`src/rtl/uart_tx_dev.sv`:
```
// Memory-mapped 8N1 UART transmitter: byte FIFO, programmable bit divisor and a
// level interrupt raised when the transmit path has fully drained.
module uart_tx_dev #(
  parameter int FIFO_DEPTH  = 8,
  parameter int DIV_W       = 16,
  parameter int DEFAULT_DIV = 16
) (
  input  logic        clk,
  input  logic        reset,
  input  logic [29:0] Addr,
  input  logic        WE,
  input  logic [31:0] Din,
  output logic [31:0] Dout,
  output logic        txd,
  output logic        IRQ
);
  localparam int          AW       = $clog2(FIFO_DEPTH);
  localparam logic [AW:0] CNT_FULL = (AW+1)'(FIFO_DEPTH);
  localparam logic [AW:0] CNT_ONE  = (AW+1)'(1);
  localparam logic [DIV_W-1:0] DIV_ONE = DIV_W'(1);

  typedef enum logic [1:0] {IDLE, START, DATA, STOP} state_t;
  typedef enum logic [1:0] {REG_TXDATA, REG_STATUS, REG_CTRL, REG_DIV} reg_sel_t;

  state_t           state, state_nxt;
  reg_sel_t         sel;
  logic [7:0]       shift, shift_nxt;
  logic [2:0]       bitcnt, bitcnt_nxt;
  logic [DIV_W-1:0] baud, baud_nxt, frame_div, frame_div_nxt, div_reg, div_eff;
  logic             txd_nxt;
  logic             en, irq_en, ovf, irq_q;
  logic [7:0]       mem [FIFO_DEPTH];
  logic [AW-1:0]    wr_ptr, rd_ptr;
  logic [AW:0]      count;
  logic             busy, empty, full, push, pop;
  logic             wr_txdata, wr_status, wr_ctrl, wr_div;
  logic             unused_bits;

  // Only the register select is decoded; the bridge owns the base range.
  assign sel         = reg_sel_t'(Addr[3:2]);
  assign unused_bits = ^{Addr[29:4], Addr[1:0], Din};

  assign wr_txdata = WE && (sel == REG_TXDATA);
  assign wr_status = WE && (sel == REG_STATUS);
  assign wr_ctrl   = WE && (sel == REG_CTRL);
  assign wr_div    = WE && (sel == REG_DIV);

  assign busy    = (state != IDLE);
  assign empty   = (count == '0);
  assign full    = (count == CNT_FULL);
  assign pop     = (state == IDLE) && en && !empty;
  assign push    = wr_txdata && (!full || pop);
  assign div_eff = (div_reg == '0) ? DIV_ONE : div_reg;

  // NOTE: the byte array has no reset; the pointers and count alone define which entries are valid.
  always_ff @(posedge clk) begin
    if (push) mem[wr_ptr] <= Din[7:0];
  end

  always_ff @(posedge clk or negedge reset) begin
    if (!reset) begin
      wr_ptr <= '0;
      rd_ptr <= '0;
      count  <= '0;
      ovf    <= 1'b0;
    end else begin
      if (push) wr_ptr <= wr_ptr + AW'(1);
      if (pop)  rd_ptr <= rd_ptr + AW'(1);
      case ({push, pop})
        2'b10:   count <= count + CNT_ONE;
        2'b01:   count <= count - CNT_ONE;
        default: count <= count;
      endcase
      if (wr_status)             ovf <= 1'b0;
      else if (wr_txdata && !push) ovf <= 1'b1;
    end
  end

  always_ff @(posedge clk or negedge reset) begin
    if (!reset) begin
      en      <= 1'b0;
      irq_en  <= 1'b0;
      div_reg <= DIV_W'(DEFAULT_DIV);
      irq_q   <= 1'b0;
    end else begin
      if (wr_ctrl) {irq_en, en} <= Din[1:0];
      if (wr_div)  div_reg      <= Din[DIV_W-1:0];
      irq_q <= irq_en && empty && !busy;
    end
  end

  // NOTE: every output of this block gets a default first so no path can infer a latch.
  always_comb begin
    state_nxt     = state;
    shift_nxt     = shift;
    bitcnt_nxt    = bitcnt;
    baud_nxt      = baud;
    frame_div_nxt = frame_div;
    case (state)
      IDLE: if (pop) begin
        state_nxt     = START;
        shift_nxt     = mem[rd_ptr];
        frame_div_nxt = div_eff;
        baud_nxt      = div_eff - DIV_ONE;
      end
      START: if (baud == '0) begin
        state_nxt  = DATA;
        bitcnt_nxt = 3'd0;
        baud_nxt   = frame_div - DIV_ONE;
      end else begin
        baud_nxt = baud - DIV_ONE;
      end
      DATA: if (baud == '0) begin
        shift_nxt = {1'b0, shift[7:1]};
        baud_nxt  = frame_div - DIV_ONE;
        if (bitcnt == 3'd7) state_nxt  = STOP;
        else                bitcnt_nxt = bitcnt + 3'd1;
      end else begin
        baud_nxt = baud - DIV_ONE;
      end
      STOP: if (baud == '0) state_nxt = IDLE;
            else            baud_nxt  = baud - DIV_ONE;
      default: state_nxt = IDLE;
    endcase

    // Line level is registered from the next state so txd is glitch-free.
    case (state_nxt)
      START:   txd_nxt = 1'b0;
      DATA:    txd_nxt = shift_nxt[0];
      default: txd_nxt = 1'b1;
    endcase
  end

  always_ff @(posedge clk or negedge reset) begin
    if (!reset) begin
      state     <= IDLE;
      shift     <= '0;
      bitcnt    <= '0;
      baud      <= '0;
      frame_div <= DIV_ONE;
      txd       <= 1'b1;
    end else begin
      state     <= state_nxt;
      shift     <= shift_nxt;
      bitcnt    <= bitcnt_nxt;
      baud      <= baud_nxt;
      frame_div <= frame_div_nxt;
      txd       <= txd_nxt;
    end
  end

  assign IRQ = irq_q;

  always_comb begin
    case (sel)
      REG_STATUS: Dout = {27'd0, ovf, busy, full, empty, irq_q};
      REG_CTRL:   Dout = {30'd0, irq_en, en};
      REG_DIV:    Dout = 32'(div_reg);
      default:    Dout = 32'd0;
    endcase
  end

endmodule

```
`config.mk`:
```
export PLATFORM = sky130hd
export DESIGN_NAME = uart_tx_dev
export DESIGN_NICKNAME = d
export VERILOG_FILES = /design/src/rtl/uart_tx_dev.sv
export SDC_FILE = /design/constraint.sdc
export NUM_CORES = 1
export LEC_CHECK = 0
export ABC_AREA = 1
export CAP_MARGIN = 40
export CORE_ASPECT_RATIO = 0.75
export CORE_UTILIZATION = 45
export CTS_CLUSTER_DIAMETER = 200
export DETAILED_ROUTE_END_ITERATION = 6
export MAX_ROUTING_LAYER = met4
export PLACE_DENSITY = 0.7
export SETUP_SLACK_MARGIN = 0.4
export SYNTH_ARGS = -nofsm -noshare
export SYNTH_HDL_FRONTEND = slang
export SYNTH_SLANG_ARGS = --single-unit
```
`constraint.sdc`:
```
create_clock -name clk -period 2.6 [get_ports clk]
set_clock_uncertainty 0.15 [all_clocks]
set_input_delay 0.52 -clock clk [delete_from_list [all_inputs] [get_ports clk]]
set_output_delay 0.52 -clock clk [all_outputs]
set_load 0.05 [all_outputs]
```
==> metrics.md, run 1 <==
| Metric | Value |
|---|---|
| Commonest non-fill, non-tap cell in the layout | nand2_1 |
| Clock-pin slew on the worst setup and hold paths | 60 ps |
| Final hold viol count | 0 |
| Final Power | 10.5 mW |
| Register area share after synthesis | 49.9% |
| Die width | 153 um |
| Power Dens Cells | 1060 mW/mm^2 |
| Distinct cells, synth | 44 |
| Most frequent cells in the layout | nand2_1, nor2_1, o21ai_0 |
| Maximum clock path buffer count | 2 |
| WS Path Type | register to register |
| Total wire length | 19800 um |
| Final setup vio count | 0 |
| Area Growth Syn to Fin | 28.2% |
| Biggest area consumer among synthesized cells | edfxtp_1 |
| Routed len/inst | 16.1 um |
| WP data arrival | 2460 ps |
| Fmax | 0.436 GHz |
| Drt pass-1 iters | 6 |
| Initial core utilization | 47.0% |
| Routability-driven placement congestion ratio | 0.885 |
| Clock latency on the worst-skew pair | 420 ps |
| N_diodes | 0 |
| Initial antenna violation count | 0 |
| Row count | 40 |
| CTS tree | built |
| Yosys Warn Count | 0 |
| Max VDD drop | 0.657 mV |
| Final min period | 2290 ps |
| Clock buffer count from CTS | 17 |
| Die Y | 115 um |
| Via count | 6443 |
| Least-Margin Pin Slew | 596 ps |
| Vias/cell | 5.24 |
| Top cells by area, synth | edfxtp_1, dfrtp_1, nand2_1, nor2_1, o21ai_0 |
| GRT overflow | 0 |
| Clock sink count | 140 |
| Largest register FFs | 64 |
| Yosys top cell area share | 25.1% |
| Core outline area | 0.0163 mm^2 |
| Critical Path End Type | register |
| Tot GR Track Use | 23.7% |
| Max Cap Violations | 0 |
| Slew Limit Fails | 0 |
| Final layout net count | 1088 |
| Die area | 0.0176 mm^2 |
| Share of cells above drive strength 1 | 24.2% |
| Leakage | 4.14 nW |
| Setup TNS Final | 0 ps |
| Fin crit share | 88.3% |
| RSZ-0062 raised after global routing | yes |
| Worst hold path type | register to register |
| Final core utilization | 60.2% |
| Critical Path RT | 2760 ps |
| CTS root buf | clkbuf_16 |
| I/O pin cnt | 99 |
| Global-route wire length before repair | 31200 um |
| H-tree depth | 4 |
| Post-Syn Instances | 911 |
| Detail Placement HPWL | 13200 um |
| Biggest register | mem |
| Worst rel slew slack | 60.3% |
| Drt drc | 0 |
| Yosys reg bits | 140 |
| Crit path max fanout | 3 |
| Mapped cell area | 0.00766 mm^2 |
| Vias in the first global route | 5987 |
| First-iteration detailed-routing DRC count | 645 |
| Largest net degree at the start of global routing | 48 |
| Detail Route Antenna Nets | 0 |
| Setup crit start kind | register |
| Status | finished, final reports clean |
| Average cell area after synthesis | 8.41 um^2 |
| PortBufs | 38 |
## kinds of logic (layout without fill, tap and decap cells)
| kind of cell | Yosys count | after routing | share of synthesized area (%) |
|---|---|---|---|
| simple gates | 451 | 451 | 25.0 |
| compound gates | 160 | 160 | 12.3 |
| flops | 140 | 140 | 49.9 |
| buf+inv | 118 | 211 | 7.05 |
| xor+xnor | 24 | 24 | 2.74 |
| fa+ha+maj | 17 | 17 | 2.87 |
| other cells | 1 | 16 | 0.0489 |
## report_power, final
part	internal [mW]	switching, mW	total [mW]
clock	1.53	1.01	2.54
sequential	2.85	0.593	3.44
combinational	1.69	2.80	4.48
## cell usage after synthesis (all sizes together)
cell       n
xor2      16
conb       1
buf       25
o2111ai    1
dfstp      3
ha        16
dfrtp     73
nor2     172
fa         1
o21bai     2
a211oi     1
clkinv     1
clkbuf    16
nand3     44
edfxtp    64
o21ai     84
xnor2      8
a21oi     36
nor3       5
nand4     11
o22ai      9
o211ai    16
inv       76
o221ai     1
nor3b      1
or2        3
a32o       2
a31oi      8
nand2    215
## final timing paths
check,cells past startpoint,startpoint,to,slack (ps)
worst max-delay path,13,state[0]$_DFF_PN0_,count[3]$_DFFE_PN0P_,310
worst min-delay path,2,shift[0]$_DFF_PN0_,shift[0]$_DFF_PN0_,330
worst max register to register,13,state[0]$_DFF_PN0_,count[3]$_DFFE_PN0P_,310
worst min register to register,2,shift[0]$_DFF_PN0_,shift[0]$_DFF_PN0_,330
max in group asynchronous,3,reset,div_reg[4]$_DFFE_PN1P_,1200
min in group asynchronous,2,reset,shift[4]$_DFFE_PN0P_,450
## cell type report
| class | instances | area, um^2 |
|---|---|---|
| clock buffer | 18 | 429 |
| fill | 1355 | 6490 |
| tap | 210 | 263 |
| clock inverter | 14 | 184 |
| multi-input combinational | 668 | 3760 |
| timing repair buffer | 102 | 1060 |
| inverter | 77 | 300 |
| sequential | 140 | 3830 |
## through the flow
step / std cells / area [um^2] / setup WS (ps) / hold slack, ps
floorplan: 926 / 7800 / 295 / 74.4
global placement: 1169 / 8640 / -145 / 313
detailed placement: 1169 / 8640 / -197 / 318
CTS: 1211 / 9490 / 325 / 333
global route: 1229 / 9830 / 207 / 369
finish: 1229 / 9830 / 305 / 333
## worst max-delay path, stage by stage, from the launching register on
cell and delay, ps:
dfrtp_1 400, inv_2 100, ha_4 170, nand2_4 70, a31oi_4 210, ha_4 200, ha_4 220, nand2_4 60
nor2_2 40, a211oi_2 190, nor2_1 80, nor2_1 100, nand2_1 70, xor2_1 130
## what timing repair did
item                                    CTS  global route
resized for setup                        57            56
hold buffers                              1             0
endpoints found under the setup margin   59            36
endpoints found under the hold margin    28             0
pin swaps                                 9            33
setup buffers                             9            18
## metal layers
layer	vias up	wire length (um)	global-route usage [%]
met3	26	1230	5.28
li1	3175	-	-
met1	3029	9720	34.4
met5	-	0	-
met4	0	201	5.99
met2	213	8610	33.2
No activity file was read; power rests on OpenSTA's default activity.
==> run 2: changes to the inputs <==
--- a/config.mk
+++ b/config.mk
@@ -6,7 +6,7 @@
 export NUM_CORES = 1
 export LEC_CHECK = 0
 export ABC_AREA = 1
-export CAP_MARGIN = 40
+export CAP_MARGIN = 20
 export CORE_ASPECT_RATIO = 0.75
 export CORE_UTILIZATION = 45
 export CTS_CLUSTER_DIAMETER = 200
==> results of run 2 <==
No change in the layout: final DEF, timing and power equal those of run 1.
